<file path="src/rtl/correlator_multi_pkg.sv">
// Shared constants for the multi-pair correlator: FSM encoding, header widths and field order.
// Field order is also the order in which counts appear in each pair's packet section.
package correlator_multi_pkg;

    localparam int BYTE_W    = 8;
    localparam int DROPCNT_W = 7;
    localparam int N_FLDS    = 4;

    localparam int FLD_X       = 0;
    localparam int FLD_Y       = 1;
    localparam int FLD_ISECT   = 2;
    localparam int FLD_SYMDIFF = 3;

    localparam logic [1:0] ST_IDLE = 2'd0;
    localparam logic [1:0] ST_HDR0 = 2'd1;
    localparam logic [1:0] ST_HDR1 = 2'd2;
    localparam logic [1:0] ST_BODY = 2'd3;

endpackage

</file>
<file path="src/rtl/correlator_multi_if.sv">
// Sample/config inputs plus the outbound byte stream of correlator_multi.
// The master side drives samples and ready; the slave side (the correlator) drives the stream.
interface correlator_multi_if
    import correlator_multi_pkg::*;
#(
    parameter int N_PAIRS = 4,
    parameter int TIME_W  = 16
);
    localparam int EXP_W = $clog2(TIME_W + 1);

    logic                cg;
    logic                sample_strobe;
    logic [N_PAIRS-1:0]  x;
    logic [N_PAIRS-1:0]  y;
    logic [EXP_W-1:0]    window_length_exp;
    logic [N_PAIRS-1:0]  pair_mask;
    logic [BYTE_W-1:0]   data;
    logic                valid;
    logic                ready;
    logic                busy;

    modport master (
        output cg, sample_strobe, x, y, window_length_exp, pair_mask, ready,
        input  data, valid, busy
    );

    modport slave (
        input  cg, sample_strobe, x, y, window_length_exp, pair_mask, ready,
        output data, valid, busy
    );

endinterface

</file>
<file path="src/rtl/corr_pair_rect.sv">
// One x/y pair's saturating X, Y, Isect and Symdiff window counters.
// rpt carries the MS bytes of the counts as they will be after this cycle's sample.
module corr_pair_rect
    import correlator_multi_pkg::*;
#(
    parameter int TIME_W = 16,
    parameter int RPT_W  = 8
) (
    input  logic                          clk,
    input  logic                          rst,
    input  logic                          en,
    input  logic                          clear,
    input  logic                          strobe,
    input  logic                          x,
    input  logic                          y,
    output logic [N_FLDS-1:0][RPT_W-1:0]  rpt
);

    logic [N_FLDS-1:0][TIME_W-1:0] cnt;
    logic [N_FLDS-1:0][TIME_W-1:0] cnt_upd;
    logic [N_FLDS-1:0]             bits;

    assign bits[FLD_X]       = x;
    assign bits[FLD_Y]       = y;
    assign bits[FLD_ISECT]   = x & y;
    assign bits[FLD_SYMDIFF] = x ^ y;

    always_comb begin
        for (int f = 0; f < N_FLDS; f++) begin
            cnt_upd[f] = cnt[f];
            if (strobe && bits[f] && (cnt[f] != '1))
                cnt_upd[f] = cnt[f] + TIME_W'(1);
            rpt[f] = cnt_upd[f][TIME_W-1 -: RPT_W];
        end
    end

    always_ff @(posedge clk or posedge rst) begin
        if (rst)
            cnt <= '0;
        else if (en)
            cnt <= clear ? '0 : cnt_upd;
    end

endmodule

</file>
<file path="src/rtl/correlator_multi.sv">
// N_PAIRS windowed x/y correlators; each window's counts are snapshotted and sent as a byte packet.
// Windows ending while a packet is still draining are dropped and counted in the next header.
module correlator_multi
    import correlator_multi_pkg::*;
#(
    parameter int N_PAIRS     = 4,
    parameter int TIME_W      = 16,
    parameter int COUNT_BYTES = 1
) (
    input  logic              i_clk,
    input  logic              i_rst,
    correlator_multi_if.slave bus
);

    localparam int EW = $clog2(TIME_W + 1);
    localparam int RW = 8 * COUNT_BYTES;
    localparam int PW = (N_PAIRS > 1) ? $clog2(N_PAIRS) : 1;
    localparam int BW = (COUNT_BYTES > 1) ? $clog2(COUNT_BYTES) : 1;

    logic [EW-1:0]                          exp_q;
    logic [TIME_W-1:0]                      t;
    logic [TIME_W-1:0]                      t_last;
    logic [TIME_W:0]                        win_len;
    logic [7:0]                             win_num;
    logic [DROPCNT_W-1:0]                   drop_cnt;
    logic                                   cfg_chg;
    logic                                   wrap;
    logic                                   accept;

    logic [N_PAIRS-1:0][N_FLDS-1:0][RW-1:0] rpt;
    logic [N_PAIRS-1:0][N_FLDS-1:0][RW-1:0] snap_rpt;
    logic [N_PAIRS-1:0]                     snap_mask;
    logic [7:0]                             snap_win;
    logic [DROPCNT_W-1:0]                   snap_drop;

    logic [1:0]                             state;
    logic [PW-1:0]                          pair_idx;
    logic [1:0]                             fld;
    logic [BW-1:0]                          byte_idx;
    logic [PW-1:0]                          nxt_pair;
    logic                                   nxt_found;
    logic [RW-1:0]                          body_word;
    logic [RW-1:0]                          body_sh;
    logic [BYTE_W-1:0]                      data_c;

    assign win_len = (TIME_W+1)'(1) << bus.window_length_exp;
    assign t_last  = TIME_W'(win_len - (TIME_W+1)'(1));
    // A config change restarts the window and wins over a coincident wrap.
    assign cfg_chg = (bus.window_length_exp != exp_q);
    assign wrap    = bus.sample_strobe && (t == t_last) && !cfg_chg;
    assign accept  = bus.valid && bus.ready;

    for (genvar p = 0; p < N_PAIRS; p++) begin : g_pair
        corr_pair_rect #(.TIME_W(TIME_W), .RPT_W(RW)) u_pair (
            .clk    (i_clk),
            .rst    (i_rst),
            .en     (bus.cg),
            .clear  (cfg_chg || wrap),
            .strobe (bus.sample_strobe),
            .x      (bus.x[p]),
            .y      (bus.y[p]),
            .rpt    (rpt[p])
        );
    end

    // Next masked pair after the current one (first masked pair when leaving HDR1).
    always_comb begin
        nxt_found = 1'b0;
        nxt_pair  = '0;
        for (int p = N_PAIRS - 1; p >= 0; p--) begin
            if (snap_mask[p] && ((state == ST_HDR1) || (p > int'(pair_idx)))) begin
                nxt_found = 1'b1;
                nxt_pair  = PW'(p);
            end
        end
    end

    always_comb begin
        body_word = snap_rpt[pair_idx][fld];
        body_sh   = body_word >> (8 * (COUNT_BYTES - 1 - int'(byte_idx)));
        case (state)
            ST_HDR0: data_c = snap_win;
            ST_HDR1: data_c = {snap_drop != '0, snap_drop};
            ST_BODY: data_c = body_sh[BYTE_W-1:0];
            default: data_c = '0;
        endcase
    end

    assign bus.data  = data_c;
    assign bus.valid = (state != ST_IDLE);
    assign bus.busy  = (state != ST_IDLE);

    always_ff @(posedge i_clk or posedge i_rst) begin
        if (i_rst) begin
            exp_q     <= '0;
            t         <= '0;
            win_num   <= '0;
            drop_cnt  <= '0;
            snap_rpt  <= '0;
            snap_mask <= '0;
            snap_win  <= '0;
            snap_drop <= '0;
            state     <= ST_IDLE;
            pair_idx  <= '0;
            fld       <= '0;
            byte_idx  <= '0;
        end else if (bus.cg) begin
            exp_q <= bus.window_length_exp;
            if (cfg_chg)
                t <= '0;
            else if (bus.sample_strobe)
                t <= wrap ? '0 : t + TIME_W'(1);

            if (wrap) begin
                win_num <= win_num + 8'd1;
                if (state == ST_IDLE) begin
                    snap_rpt  <= rpt;
                    snap_mask <= bus.pair_mask;
                    snap_win  <= win_num;
                    snap_drop <= drop_cnt;
                    drop_cnt  <= '0;
                end else if (drop_cnt != '1) begin
                    drop_cnt <= drop_cnt + DROPCNT_W'(1);
                end
            end

            case (state)
                ST_IDLE: if (wrap) state <= ST_HDR0;
                ST_HDR0: if (accept) state <= ST_HDR1;
                ST_HDR1: begin
                    if (accept) begin
                        pair_idx <= nxt_pair;
                        fld      <= '0;
                        byte_idx <= '0;
                        state    <= nxt_found ? ST_BODY : ST_IDLE;
                    end
                end
                ST_BODY: begin
                    if (accept) begin
                        if (byte_idx != BW'(COUNT_BYTES - 1)) begin
                            byte_idx <= byte_idx + BW'(1);
                        end else begin
                            byte_idx <= '0;
                            if (fld != 2'(FLD_SYMDIFF)) begin
                                fld <= fld + 2'd1;
                            end else begin
                                fld <= '0;
                                if (nxt_found)
                                    pair_idx <= nxt_pair;
                                else
                                    state <= ST_IDLE;
                            end
                        end
                    end
                end
                default: state <= ST_IDLE;
            endcase
        end
    end

endmodule

</file>
<file path="src/flat_wrapper.sv">
// flat-port wrapper written by rule: the top's interface ports become plain ports
module correlator_multi_flat import correlator_multi_pkg::*;
#(
    parameter int N_PAIRS     = 4,
    parameter int TIME_W      = 16,
    parameter int COUNT_BYTES = 1
)
  (i_clk, i_rst, bus_cg, bus_sample_strobe, bus_x, bus_y, bus_window_length_exp, bus_pair_mask, bus_ready, bus_data, bus_valid, bus_busy);
  correlator_multi_if #(.N_PAIRS(N_PAIRS), .TIME_W(TIME_W)) bus_i ();
  input  logic i_clk;
  input  logic i_rst;
  input wire logic [$bits(bus_i.cg)-1:0] bus_cg;
  input wire logic [$bits(bus_i.sample_strobe)-1:0] bus_sample_strobe;
  input wire logic [$bits(bus_i.x)-1:0] bus_x;
  input wire logic [$bits(bus_i.y)-1:0] bus_y;
  input wire logic [$bits(bus_i.window_length_exp)-1:0] bus_window_length_exp;
  input wire logic [$bits(bus_i.pair_mask)-1:0] bus_pair_mask;
  input wire logic [$bits(bus_i.ready)-1:0] bus_ready;
  output wire logic [$bits(bus_i.data)-1:0] bus_data;
  output wire logic [$bits(bus_i.valid)-1:0] bus_valid;
  output wire logic [$bits(bus_i.busy)-1:0] bus_busy;
  assign bus_i.cg = bus_cg;
  assign bus_i.sample_strobe = bus_sample_strobe;
  assign bus_i.x = bus_x;
  assign bus_i.y = bus_y;
  assign bus_i.window_length_exp = bus_window_length_exp;
  assign bus_i.pair_mask = bus_pair_mask;
  assign bus_i.ready = bus_ready;
  assign bus_data = bus_i.data;
  assign bus_valid = bus_i.valid;
  assign bus_busy = bus_i.busy;
  correlator_multi #(.N_PAIRS(N_PAIRS), .TIME_W(TIME_W), .COUNT_BYTES(COUNT_BYTES)) u_core (.i_clk(i_clk), .i_rst(i_rst), .bus(bus_i));
endmodule
</file>
<file path="config.mk">
export PLATFORM = sky130hd
export DESIGN_NAME = correlator_multi_flat
export DESIGN_NICKNAME = d
export VERILOG_FILES = /design/src/rtl/correlator_multi_pkg.sv /design/src/rtl/correlator_multi_if.sv /design/src/rtl/corr_pair_rect.sv /design/src/rtl/correlator_multi.sv /design/src/flat_wrapper.sv
export SDC_FILE = /design/constraint.sdc
export NUM_CORES = 1
export LEC_CHECK = 0
export ABC_AREA = 0
export ABC_CLOCK_PERIOD_IN_PS = 16700
export BUFFER_PORTS_ARGS = -buffer_cell sky130_fd_sc_hd__buf_2
export CAP_MARGIN = 20
export CELL_PAD_IN_SITES_DETAIL_PLACEMENT = 2
export CELL_PAD_IN_SITES_GLOBAL_PLACEMENT = 2
export CORE_MARGIN = 10
export CORE_UTILIZATION = 40
export DETAILED_ROUTE_END_ITERATION = 8
export PLACE_DENSITY_LB_ADDON = 0.3
export SLEW_MARGIN = 20
export SYNTH_ARGS = -nofsm -noshare
export SYNTH_HDL_FRONTEND = slang
export SYNTH_SLANG_ARGS = --single-unit
</file>
<file path="constraint.sdc">
create_clock -name i_clk -period 16.7 [get_ports i_clk]
set_clock_uncertainty 0.15 [all_clocks]
set_input_delay 1.67 -clock i_clk [delete_from_list [all_inputs] [get_ports i_clk]]
set_output_delay 1.67 -clock i_clk [all_outputs]
set_load 0.005 [all_outputs]
</file>
==> flow_summary.toml <==
[drt]
vias_per_cell = 6.12
drc = 0
wl_um = 86100
vias = 20500
final_antenna_net_count = 0
wire_per_inst_um = 25.7
firstDrtPassIters = 4
drtIter0Drc = 1140

[global_route]
grt_pass1_wl_um = 138000
grt_max_degree = 149
grt_pass1_vias = 22900
overflow = 0
antenna_found_initial = 3
grt_util_all_layers = 0.232

[cts]
cts.path.max_buffers = 3
clock_latency_ns = 0.61
clock-sinks = 445
ctsResizeCount = 0
cts_tree = "yes"
cts_max_level = 2
numCtsBuffers = 53
hold_buffers = 0
root_buffer = "clkbuf_16"
cts.reportedPaths.clkPinSlew_ns = 0.06
cts_setup_buffers = 0

[sta]
period_needed_ns = 6.96
tns_ns = 0
whs_ns = 0.338
hold_violations = 0
timing.final.crit_share = 0.417
worst_slew_margin_rel = 0.287
worst_pin_slew_ns = 1.07
grt_setup_unrepaired = "no"
setup_viol = 0
max_freq_mhz = 144
final_max_slew_viol_count = 0

[power_and_ir_drop]
pwr_density_cell_nw_per_um2 = 91.2
p_leak_nw = 12.3
ir_worst_vdd_mv = 0.0638

[final_layout]
final_common_cell = "dfrtp_1"
num_antenna_cells = 0
nFillCells = 6465
nNetsFinal = 2517
final_util = 0.445
area_growth_pct = 9.61
final_cell_mix = "444 x dfrtp_1, 237 x nand2_1, 175 x nand3_1, 160 x nor2_1"
stdcell_count = 3346
drive_gt1_frac = 0.100

[die]
die-height_um = 271
dieArea_sq_um = 73400
num_io_pins = 32
start_util = 0.406
core_sq_um = 62100
die_x_um = 271
core.rowCount = 91

[place]
hpwlAfterDp_um = 55900
io_buffers = 31
gp_congestion = 0.809
dp.cells = 3252

[job]
maxCapViolCount = 0

[hold_path]
hp-start = "u_core.snap_rpt[34]"
hp-class = "register to register"

[yosys]
yosys.area.top_type = "dfrtp_1"
synth_top_area_share = 0.442
ys_seq_elements = 445
ys_types = 78
synth_edf_count = 0
syn_avg_cell_area_sq_um = 10.0
synthCells = 2510
synth_ff_type = "dfrtp_1"
synth_nets = 2557
synthTopCellsByArea = "dfrtp_1 44%, mux2_1 4.9%, mux4_2 3.6%, nand2_1 3.5%, nand3_1 3.5%"
ys_seq_area_frac = 0.442
synth_area_sq_um = 25200
yosysWarnings = 0
async_flop_share = 1.00

[worst_setup_path]
required_ns = 17.02
path_class = "primary input to register"
cp.arrival_ns = 7.28
critPathMaxFanout = 81
startpoint = "bus_window_length_exp[1]"
start_kind = "primary input"
r2r-start = "u_core.t[5]"
cp-end-kind = "register"

[status]
status = "completed"
-- worst max-delay path, stage by stage --
cell     delay, ns
buf_2         0.22
nor2_1        0.31
nand2_1       0.10
ha_1          0.35
or4_1         0.59
o21ai_1       0.15
a22oi_1       0.10
xnor2_1       0.19
nor4b_4       0.81
nand4_4       0.38
nor2_4        0.16
buf_4         0.72
buf_4         0.98
mux2_1        0.43
-- cell families after synthesis --
group | synth area share
adder cells (fa/ha/maj) | 0.0124
multiplexers | 0.128
AO/OA/AOI/OAI | 0.135
buffers and inverters | 0.0451
AND/OR/NAND/NOR | 0.188
XOR/XNOR | 0.0501
flip-flops | 0.442
-- per-stage QoR --
| step | setup slack [ns] | area (sq um) | total power [mW] |
|---|---|---|---|
| after floorplan | 2.48 | 25200 | 1.25 |
| after global placement | 9.39 | 25800 | 1.30 |
| after detailed placement | 9.21 | 25800 | 1.31 |
| after CTS | 9.82 | 27600 | 2.55 |
| after global routing | 9.38 | 27600 | 2.61 |
| final | 9.74 | 27600 | 2.52 |
-- registers in the layout, indices dropped and copies added (netlist names) --
name                      count
u_core.exp_q                  5
u_core.state                  2
u_core.t                     16
u_core.g_pair.u_pair.cnt    256
u_core.pair_idx               2
u_core.win_num                8
u_core.snap_win               8
u_core.snap_mask              4
u_core.fld                    2
u_core.snap_drop              7
u_core.drop_cnt               7
u_core.snap_rpt             128
-- per-layer routing --
metal	part of all wire	vias up	global-route usage
li1	-	9119	-
met1	0.42	10900	0.281
met2	0.51	316	0.415
met3	0.029	160	0.0284
met4	0.036	6	0.0887
met5	0.00045	-	0
-- power breakdown --
part           switching (mW)  internal [mW]
registers              0.0257           1.09
clock network           0.486          0.742
logic                   0.124         0.0553
total                   0.636           1.88
-- synth_stat cells, types with 19 or more instances --
library cell,instances
o2bb2ai_1,37
clkbuf_1,75
a211o_1,26
ha_1,25
and2_1,23
mux4_2,40
o21ai_0,110
buf_2,41
mux2_1,110
nor2_1,160
dfrtp_1,445
nor3_1,82
o311ai_0,44
nor2b_1,26
nand4_1,54
mux2i_1,48
nand2_1,237
and4_1,23
o22ai_1,23
a21oi_1,40
mux2_2,52
a22o_1,69
a31oi_1,19
inv_1,86
nand3_1,175
xor2_1,50
and3_1,98
xnor2_1,94
-- worst paths after layout --
path / to / slack, ns / depth (start not counted)
setup / recovery: u_core.snap_rpt[24] / 9.74 / 14
hold / removal: u_core.snap_rpt[34] / 0.34 / 1
max in group asynchronous: u_core.g_pair[2].u_pair.cnt[18] / 12.30 / 5
hold reg to reg: u_core.snap_rpt[34] / 0.34 / 1
min in group asynchronous: u_core.drop_cnt[0] / 1.09 / 2
setup reg to reg: u_core.snap_rpt[24] / 11.43 / 9
-- cell type report --
cell class              instances  area [sq um]  area share
multi-input cells            1832         13000       0.469
flip-flops and latches        445         11100       0.403
clock buffers                  79          1540      0.0559
well taps                     837          1050      0.0379
inverters                      86           335      0.0121
repair buffers                 52           328      0.0119
clock inverters                15           256     0.00929
(Power assumes the default switching activity.)
